## src/rtl/mcu_block_sched.sv

```systemverilog
// mcu_block_sched: reorders BUF_AMOUNT line streams into BLOCK_W x BUF_AMOUNT block-ordered pixels
// Optional feature macro: MCU_SCHED_ERR_EN adds err_o, a sticky line-length (tlast) error flag.
// Ports:
//   clk_i, rst_i          clock, asynchronous active-high reset
//   video_i_*             one AXI4-Stream slave per line buffer (index = line within band)
//   video_o_*             block-ordered AXI4-Stream master, tlast on last pixel of each block
//   err_o                 sticky error flag (MCU_SCHED_ERR_EN only)
module mcu_block_sched #(
   parameter int BUF_AMOUNT  = 8,
   parameter int BLOCK_W     = 8,
   parameter int PX_WIDTH    = 8,
   parameter int FRAME_RES_X = 1280,
   parameter int USER_W      = 1,
   parameter int ID_W        = 1,
   parameter int DEST_W      = 1,
   localparam int TW         = ((PX_WIDTH + 7) / 8) * 8,
   localparam int KW         = TW / 8
) (
   input  logic                                clk_i,
   input  logic                                rst_i,
   input  logic [BUF_AMOUNT-1:0][TW-1:0]       video_i_tdata,
   input  logic [BUF_AMOUNT-1:0]               video_i_tvalid,
   output logic [BUF_AMOUNT-1:0]               video_i_tready,
   input  logic [BUF_AMOUNT-1:0]               video_i_tlast,
   input  logic [BUF_AMOUNT-1:0][USER_W-1:0]   video_i_tuser,
   input  logic [BUF_AMOUNT-1:0][KW-1:0]       video_i_tstrb,
   input  logic [BUF_AMOUNT-1:0][KW-1:0]       video_i_tkeep,
   input  logic [BUF_AMOUNT-1:0][ID_W-1:0]     video_i_tid,
   input  logic [BUF_AMOUNT-1:0][DEST_W-1:0]   video_i_tdest,
   output logic [TW-1:0]                       video_o_tdata,
   output logic                                video_o_tvalid,
   input  logic                                video_o_tready,
   output logic                                video_o_tlast,
   output logic [USER_W-1:0]                   video_o_tuser,
   output logic [KW-1:0]                       video_o_tstrb,
   output logic [KW-1:0]                       video_o_tkeep,
   output logic [ID_W-1:0]                     video_o_tid,
   output logic [DEST_W-1:0]                   video_o_tdest
`ifdef MCU_SCHED_ERR_EN
   ,
   output logic                                err_o
`endif
);
   localparam int NBLK = FRAME_RES_X / BLOCK_W;
   localparam int CW = (BLOCK_W > 1) ? $clog2(BLOCK_W) : 1;
   localparam int RW = (BUF_AMOUNT > 1) ? $clog2(BUF_AMOUNT) : 1;
   localparam int BW = (NBLK > 1) ? $clog2(NBLK) : 1;
   localparam logic [CW-1:0] COL_MAX = CW'(BLOCK_W - 1);
   localparam logic [RW-1:0] ROW_MAX = RW'(BUF_AMOUNT - 1);
   localparam logic [BW-1:0] BLK_MAX = BW'(NBLK - 1);
   typedef enum logic {WAIT_BAND, RUN} state_t;
   state_t r_state, w_state_nxt;
   logic [CW-1:0] r_col;
   logic [RW-1:0] r_row;
   logic [BW-1:0] r_blk;
   logic w_col_max, w_row_max, w_blk_max, w_rdy, w_xfer, w_band_end;
   assign w_col_max = r_col == COL_MAX;
   assign w_row_max = r_row == ROW_MAX;
   assign w_blk_max = r_blk == BLK_MAX;
   // The output stage can take a pixel when empty or being drained this cycle.
   assign w_rdy = (r_state == RUN) && (!video_o_tvalid || video_o_tready);
   assign w_xfer = w_rdy && video_i_tvalid[r_row];
   assign w_band_end = w_xfer && w_col_max && w_row_max && w_blk_max;
   assign video_i_tready = w_rdy ? (BUF_AMOUNT'(1) << r_row) : '0;
   // A band starts only once every line buffer has data, so the block walk never stalls on an empty line.
   always_comb begin
      w_state_nxt = r_state;
      w_state_nxt = (r_state == WAIT_BAND) ? (&video_i_tvalid ? RUN : WAIT_BAND)
                                           : (w_band_end ? WAIT_BAND : RUN);
   end
   always_ff @(posedge clk_i or posedge rst_i) begin
      if (rst_i) r_state <= WAIT_BAND;
      else       r_state <= w_state_nxt;
   end
   always_ff @(posedge clk_i or posedge rst_i) begin
      if (rst_i) begin
         r_col <= '0;
         r_row <= '0;
         r_blk <= '0;
      end else if (w_xfer) begin
         r_col <= w_col_max ? '0 : r_col + 1'b1;
         if (w_col_max) begin
            r_row <= w_row_max ? '0 : r_row + 1'b1;
            if (w_row_max) r_blk <= w_blk_max ? '0 : r_blk + 1'b1;
         end
      end
   end
   always_ff @(posedge clk_i or posedge rst_i) begin
      if (rst_i) begin
         video_o_tvalid <= 1'b0;
         video_o_tlast  <= 1'b0;
         video_o_tuser  <= '0;
         video_o_tdata  <= '0;
         video_o_tstrb  <= '0;
         video_o_tkeep  <= '0;
         video_o_tid    <= '0;
         video_o_tdest  <= '0;
      end else if (w_xfer) begin
         video_o_tvalid <= 1'b1;
         video_o_tlast  <= w_col_max && w_row_max;
         video_o_tuser  <= video_i_tuser[r_row];
         video_o_tdata  <= video_i_tdata[r_row];
         video_o_tstrb  <= video_i_tstrb[r_row];
         video_o_tkeep  <= video_i_tkeep[r_row];
         video_o_tid    <= video_i_tid[r_row];
         video_o_tdest  <= video_i_tdest[r_row];
      end else if (video_o_tready) begin
         video_o_tvalid <= 1'b0;
      end
   end
`ifdef MCU_SCHED_ERR_EN
   // A line must end exactly on the last column of the last block.
   always_ff @(posedge clk_i or posedge rst_i) begin
      if (rst_i) err_o <= 1'b0;
      else if (w_xfer && (video_i_tlast[r_row] != (w_blk_max && w_col_max))) err_o <= 1'b1;
   end
`else
   logic w_unused;
   assign w_unused = ^video_i_tlast;
`endif
endmodule

```

## config.mk

```make
export PLATFORM = sky130hd
export DESIGN_NAME = mcu_block_sched
export DESIGN_NICKNAME = d
export VERILOG_FILES = /design/src/rtl/mcu_block_sched.sv
export SDC_FILE = /design/constraint.sdc
export NUM_CORES = 1
export LEC_CHECK = 0
export CORE_MARGIN = 5
export CORE_UTILIZATION = 45
export CTS_BUF_LIST = sky130_fd_sc_hd__clkbuf_8
export CTS_CLUSTER_SIZE = 20
export DETAILED_ROUTE_END_ITERATION = 6
export DONT_BUFFER_PORTS = 1
export MAX_ROUTING_LAYER = met4
export SYNTH_ARGS = -nofsm -noshare
export SYNTH_HDL_FRONTEND = slang
export SYNTH_SLANG_ARGS = --single-unit
```

## constraint.sdc

```tcl
create_clock -name clk_i -period 2.38 [get_ports clk_i]
set_input_delay 0.714 -clock clk_i [delete_from_list [all_inputs] [get_ports clk_i]]
set_output_delay 0.714 -clock clk_i [all_outputs]
set_load 0.02 [all_outputs]
```

# --- Yosys cells after proc, flatten, opt, wreduce, memory -nomap -nowiden ---
# Index checks and enable logic that the tools add are counted.
word_totals:
  rom_bits: 0
  ramBits: 0
  in_bits: 123
  latch_bits: 0
  reg_bits: 30
  out_inout_bits: 23
  elab_cells: 55
  memories: 0
op_classes:
  n_mul: 0
  shifts: 1
  n_lt_le_gt_ge: 1
  n_bitwise: 0
  n_reduce_logical: 12
  muxes: 23
  n_eq_ne: 3
  n_addsub: 3
  div: 0
ops:
  columns: ["cell", "count"]
  rows:
  - ["binary-select mux 8 bit (select 3 bit)", 1]
  - ["2-to-1 mux 8 bit", 3]
  - ["binary-select mux 1 bit (select 3 bit)", 6]
  - ["2-to-1 mux 1 bit", 11]
  - ["adder 8 x 1 -> 8 bit, second input constant", 1]
  - ["equality test 8 bit, second input constant", 1]
  - ["AND reduction 8 bit", 1]
  - ["<< shifter 1 x 3 -> 8 bit, first input constant", 1]
  - ["adder 3 x 1 -> 3 bit, second input constant", 2]
  - ["equality test 3 bit, second input constant", 2]
  - ["logical AND 1 bit", 6]
  - ["2-to-1 mux 3 bit", 2]
  - ["< comparator 3 x 4 -> 1 bit, second input constant", 1]
  - ["AND reduction 3 bit", 1]
  - ["AND reduction 2 bit", 1]
  - ["nonzero test 2 bit", 1]
  - ["logical NOT 1 bit", 1]
  - ["logical OR 1 bit", 1]

# --- Logic depth before layout (Yosys ltp) ---
# Gate-level depths: netlist (run 1).
logic_depth:
  ltp_word: 9
  mapped_depth: 7

# --- Worst setup path before layout (run 1) ---
# Ideal clock, no wire load.
synth_path:
  path_type: "input to output"
  start: "in video_o_tready"
  end: "out video_i_tready[0]"
  t_required_ps: 1666
  n_path_buf: 1
  cell_stages: 4
  setup_slack_ps: 176
  t_arrival_ps: 1490
  path_cell_list: "nand2b_1 and2_1 clkbuf_1 and3_1"
synth_between:
  elab_chain_len: 3
synth_lines:
  columns: ["item", "line_no", "text"]
  rows:
  - ["start: declaration", "32", "input logic video_o_tready,"]
  - ["logical OR 1 bit", "61", "assign w_rdy = (r_state == RUN) && (!video_o_tvalid || video_o_tready);"]
  - ["logical AND 1 bit", "61", null]
  - ["2-to-1 mux 8 bit", "64", "assign video_i_tready = w_rdy ? (BUF_AMOUNT'(1) << r_row) : '0;"]
  - ["end: declaration", "23", "output logic [BUF_AMOUNT-1:0] video_i_tready,"]
# No other way between the ends.

# --- Worst setup path after layout (run 1) ---
layout_path:
  start: "reg r_row[0]"
  end: "out video_i_tready[0]"
layout_between:
  elab_chain_len: 2
layout_lines:
  columns: ["item", "line_no", "text"]
  rows:
  - ["start: declaration", "54", "logic [RW-1:0] r_row;"]
  - ["start signal: assignment", "83", "r_row <= w_row_max ? '0 : r_row + 1'b1;"]
  - ["<< shifter 1 x 3 -> 8 bit", "64", null]
  - ["2-to-1 mux 8 bit", "64", null]
# No other way between the ends.

==> out/metrics.yaml, run 1 <==
hp-class: "input pin to async pin"
avgRoutedWirePerCell_um: 24.0
firstDrtPassIters: 4
synth_edf_count: 0
synth-seq-area-share: 0.312
synth_top_cells_by_area: "dfrtp_1 31%, mux4_2 24%, nand2_1 6.4%"
die_w_um: 83.1
core.rowCount: 26
numCtsBuffers: 5
start_util: 0.468
grt_max_degree: 29
cts_resized: 0
ant_nets: 0
power_density_nw_per_um2: 698
die_h_um: 83.1
criticalPathCategory: "register to output pin"
max-slew-margin-rel: 0.450
finalInstanceArea_um2: 2550
arrival_ns: 1.54
required_ns: 1.67
report.final.slew_viol_count: 0
n_antenna_cell: 0
cp-end-kind: "output pin"
hold_viol: 0
io_pins: 146
crit_chain: "buf_12 -> inv_1 -> ha_1 -> and3_1"
syn-cell-area_um2: 2400
synth_seq_cells: 30
clock-sinks: 30
cp-start-kind: "register"
final_layout_size_suffix_gt1_frac: 0.325
drt-initial-drc-count: 94
syn_nets: 334
rsz0062_at_grt: "no"
vias_per_cell: 6.32
timing.final.crit_period_ns: 2.25
hpwlAfterDp_um: 5570
core_um2: 5140
finalSetupViolCount: 0
p_leak_nw: 1.10
post_cts_buffers: 0
cap_viol_max_count: 0
fin_skew_ns: 0.00641
port_buffers: 0
clk_latency_ns: 0.28
clockRootBuffer: "clkbuf_8"
yosysWarnings: 0
critPathBufInv: 2
dpl_cell_area_um2: 2460
routed_wl_um: 6550
crit_family: "flip-flops"
path_max_fanout: 28
synth_flop_cell: "dfrtp_1"
htree_levels: 2
area_growth_pct: 6.19
gp_congestion: 0.805
synth-async-reset-ratio: 1.00
clk_pin_slew_ns: 0.07
fin_nets: 334
first_global_vias: 1922
ir_drop_v: 0.000302
drc: 0
cts_tree: "yes"
synth_cell_types: 32
grt_antenna_before_repair: 0
grt_remaining_overflow: 0
yosys.area.top_type: "dfrtp_1"
cpPeakStageDelay_ns: 0.46
tightest_slew_ns: 0.813
setup_tns_ns: 0
slowest_stage: "dfrtp_2"
status: "complete, no violations"
dr_total_vias: 1724
grt_util_all_layers: 0.200
avgSynthCellArea_um2: 11.9
whs_ns: 0.445
fin_crit_sh: 0.946
yosysTopAreaCellShare: 0.312
fill_cells: 503
clockBufferDepth: 2
grt_pass1_wl_um: 10400
timing.fmax_ghz: 0.444
die_area_um2: 6900
ctsHoldBuffers: 0
syn_inst: 202
==> path summary, 6_finish.rpt <==
kind | startpoint | end | slack (ns) | cells after the start
worst max-delay path | r_row[0] | video_i_tready[0] | 0.13 | 4
worst min-delay path | rst_i | r_blk[1] | 0.45 | 1
worst max register to register | r_row[0] | r_blk[0] | 0.37 | 5
worst min register to register | r_col[1] | r_col[1] | 0.51 | 1
max in group asynchronous | rst_i | video_o_tdata[4] | 1.35 | 2
min in group clk_i | r_col[1] | r_col[1] | 0.51 | 1
==> layout make-up <==
type                    instances  area [µm²]  area share
clock inverters                 2        8.76     0.00343
flip-flops and latches         30         752       0.295
repair buffers                  7        65.1      0.0255
multi-input cells             153        1540       0.602
well taps                      70        87.6      0.0343
inverters                       5        18.8     0.00735
clock buffers                   6        82.6      0.0324
==> layout by cell type, fill, tap and decap left out, types with 2 or more instances in the layout <==
cell      instances
nand2_1          41
ha_1              9
mux4_2           26
nor2_1            8
and4_1            2
mux2_2           13
mux2_4            9
dfrtp_1          29
buf_4             6
nand4_1           9
clkbuf_8          6
xnor2_1           3
mux2i_1           4
inv_1             5
nor2b_1           2
and3_1           13
a21oi_1           2
==> cell families (layout without fill, tap and decap cells) <==
family | after synthesis | in the layout | synth area share
adder cells (fa/ha/maj) | 9 | 9 | 0.0469
multiplexers | 52 | 52 | 0.377
XOR/XNOR | 3 | 3 | 0.0109
AND/OR/NAND/NOR | 80 | 80 | 0.165
flip-flops | 30 | 30 | 0.312
AO/OA/AOI/OAI | 9 | 9 | 0.0401
buffers and inverters | 19 | 20 | 0.0479
==> flip-flops by register name (all words and copies together) (netlist names) <==
signal and cells:
video_o_tuser 1, video_o_tlast 1, video_o_tstrb 1, video_o_tid 1
r_row 3, r_state 1, video_o_tkeep 1, video_o_tdata 8
r_col 3, r_blk 8, video_o_tvalid 1, video_o_tdest 1
==> routing by layer <==
metal | GRT usage | up-vias | wire [µm]
met5 | - | - | 0
met4 | 0.0788 | 0 | 200
met2 | 0.321 | 108 | 3300
li1 | - | 756 | -
met1 | 0.229 | 842 | 2470
met3 | 0.0683 | 18 | 584
==> where the power goes <==
part / switching, mW / internal [mW] / leakage [nW]
clock: 0.193 / 0.229 / 0.0524
sequential: 0.265 / 0.651 / 0.380
combinational: 0.164 / 0.280 / 0.670
==> stage by stage <==
step           setup WS (ns)  utilization  power (mW)  std cells
6_report               0.128        0.497        1.78        273
5_1_grt              0.00527        0.497        1.88        273
4_1_cts               0.0851        0.497        1.81        273
3_5_place_dp           0.179        0.479        1.38        265
3_3_place_gp           0.209        0.479        1.35        265
2_1_floorplan          0.176            -        1.27        202
==> cell usage after synthesis, drive strengths merged (3+ instances only) <==
cell type	number
mux2	22
dfrtp	30
nand4	9
buf	11
clkbuf	3
xnor2	3
nor2	8
nand2	41
mux2i	4
mux4	26
inv	4
and3	13
ha	9
(Power assumes the default switching activity.)
==> inputs of run 2 (changes only) <==
GPL_ROUTABILITY_DRIVEN = 1   (was not set)
PLACE_DENSITY = 0.68   (was not set)
==> out/metrics.yaml, run 2 (synthesis gave the netlist of run 1 again) <==
p_seq_frac: 0.492  # -0.022
fin_crit_sh: 0.938  # -0.00775
htree_levels: 2  # unchanged
die_w_um: 83.1  # unchanged
clk_latency_ns: 0.29  # about the same
intPower_mw: 1.23  # +6.5%
vias_per_cell: 6.01  # -4.9%
port_buffers: 0  # unchanged
grt_util_all_layers: 0.164  # -0.0355
drt-initial-drc-count: 115  # +22%
setup_tns_ns: 0  # unchanged
timing.fmax_ghz: 0.448  # +0.83%
slowest_stage: "dfrtp_1"
grt_max_degree: 31  # +6.9%
finalSetupViolCount: 0  # unchanged
tightest_slew_ns: 0.778  # -0.0353 ns
final_layout_size_suffix_gt1_frac: 0.324  # -0.00159
ctsHoldBuffers: 0  # unchanged
cp-end-kind: "output pin"
clock-sinks: 30  # unchanged
n_antenna_cell: 0  # unchanged
io_pins: 146  # unchanged
die_area_um2: 6900  # unchanged
fill_cells: 472  # -6.2%
max-slew-margin-rel: 0.474  # +0.0239
crit_family: "simple AND/OR/NAND/NOR gates"
firstDrtPassIters: 4  # unchanged
ant_nets: 0  # unchanged
status: "complete, no violations"
start_util: 0.468  # unchanged
arrival_ns: 1.52  # -0.02 ns
numCtsBuffers: 5  # unchanged
required_ns: 1.67  # about the same
report.final.slew_viol_count: 0  # unchanged
area_growth_pct: 6.77
criticalPathCategory: "register to output pin"
hp-class: "input pin to async pin"
path_max_fanout: 8  # -71%
cpPeakStageDelay_ns: 0.45  # about the same
fin_nets: 335  # +0.30%
first_global_vias: 1758  # -8.5%
postLayoutCoreUtil: 0.499  # +0.00268
whs_ns: 0.399  # -0.0467 ns
p_leak_nw: 1.11  # +1.0%
cts_tree: "yes"
timing.final.crit_period_ns: 2.23  # -0.0184 ns
cp-start-kind: "register"
cap_viol_max_count: 0  # unchanged
grt_remaining_overflow: 0  # unchanged
grt_antenna_before_repair: 0  # unchanged
core.rowCount: 26  # unchanged
swShare: 0.329  # -0.0198
critPathBufInv: 0  # -2
drc: 0  # unchanged
ir_drop_v: 0.000337  # +12%
power_density_nw_per_um2: 717  # +2.8%
grt_pass1_wl_um: 8760  # -16%
clockBufferDepth: 2  # unchanged
layout.cells.most_common_list: "41 x nand2_1, 29 x dfrtp_1, 26 x mux4_2, 13 x and3_1, 13 x mux2_2"
hpwlAfterDp_um: 4540  # -19%
comb_power_share: 0.236  # -0.013
gp_congestion: 0.803  # -0.35%
switchingPower_uw: 606  # -2.5%
fin_skew_ns: 0.00988  # +0.00347 ns
hold_viol: 0  # unchanged
crit_chain: "nand2b_1 -> and2_1 -> and3_1"
reg_top3: "r_blk (8), video_o_tdata (8)"
clockRootBuffer: "clkbuf_8"
die_h_um: 83.1  # unchanged
dr_total_vias: 1646  # -4.5%
post_cts_buffers: 0  # unchanged
routed_wl_um: 5530  # -16%
avgRoutedWirePerCell_um: 20.2  # -16%
clockPowerShare: 0.272  # +0.035
core_um2: 5140  # unchanged
rsz0062_at_grt: "no"
clk_pin_slew_ns: 0.07  # about the same
final_common_cell: "nand2_1"
==> run 2: final cells by class <==
cell class / count / area [µm²] / share of cell area
sequential: 30 / 752 / 0.293
tap: 70 / 87.6 / 0.0341
clock inverter: 3 / 37.5 / 0.0146
clock buffer: 5 / 68.8 / 0.0268
timing repair buffer: 8 / 63.8 / 0.0249
multi-input combinational: 153 / 1540 / 0.599
inverter: 5 / 18.8 / 0.00731
==> run 2: per-layer routing <==
layer / up-vias / wire, µm / GRT usage
met3: 6 / 340 / 0.0327
met4: 0 / 113 / 0.0758
met5: - / 0 / -
li1: 759 / - / -
met2: 78 / 2960 / 0.284
met1: 803 / 2120 / 0.182
==> run 2: final timing paths <==
kind | startpoint | end | slack [ns] | cells past startpoint
max | video_o_tvalid | video_i_tready[2] | 0.15 | 3
min | rst_i | r_col[0] | 0.40 | 2
max reg2reg | r_row[2] | r_blk[1] | 0.40 | 4
min reg2reg | r_col[1] | r_col[1] | 0.51 | 1
max in group asynchronous | rst_i | r_row[0] | 1.67 | 2
min in group clk_i | r_col[1] | r_col[1] | 0.51 | 1
==> run 2: power by group through the flow <==
stage	clock [mW]	combinational, mW	sequential (mW)
floorplan	0	0.397	0.874
global placement	0	0.425	0.916
detailed placement	0	0.440	0.917
CTS	0.512	0.439	0.911
global route	0.541	0.486	0.919
finish	0.500	0.434	0.906
==> run 2: worst register-to-register path: stages, from the launching register on <==
cell and delay, ns:
dfrtp_1 0.57, ha_1 0.26, and4_1 0.34, and3_1 0.33, mux2_2 0.37
==> run 2: repair_timing <==
item	4_1_cts	5_1_grt
resized for setup	0	1
hold endpoints to repair	0	0
setup endpoints to repair	0	4
==> run 2: stage by stage <==
step | std cells | instance area, µm² | worst slack [ns] | power, mW
2_1_floorplan | 202 | 2400 | 0.176 | 1.27
3_3_place_gp | 266 | 2460 | 0.211 | 1.34
6_report | 274 | 2570 | 0.146 | 1.84
4_1_cts | 274 | 2560 | 0.0668 | 1.86
5_1_grt | 274 | 2570 | 0.0266 | 1.94
3_5_place_dp | 266 | 2460 | 0.179 | 1.36
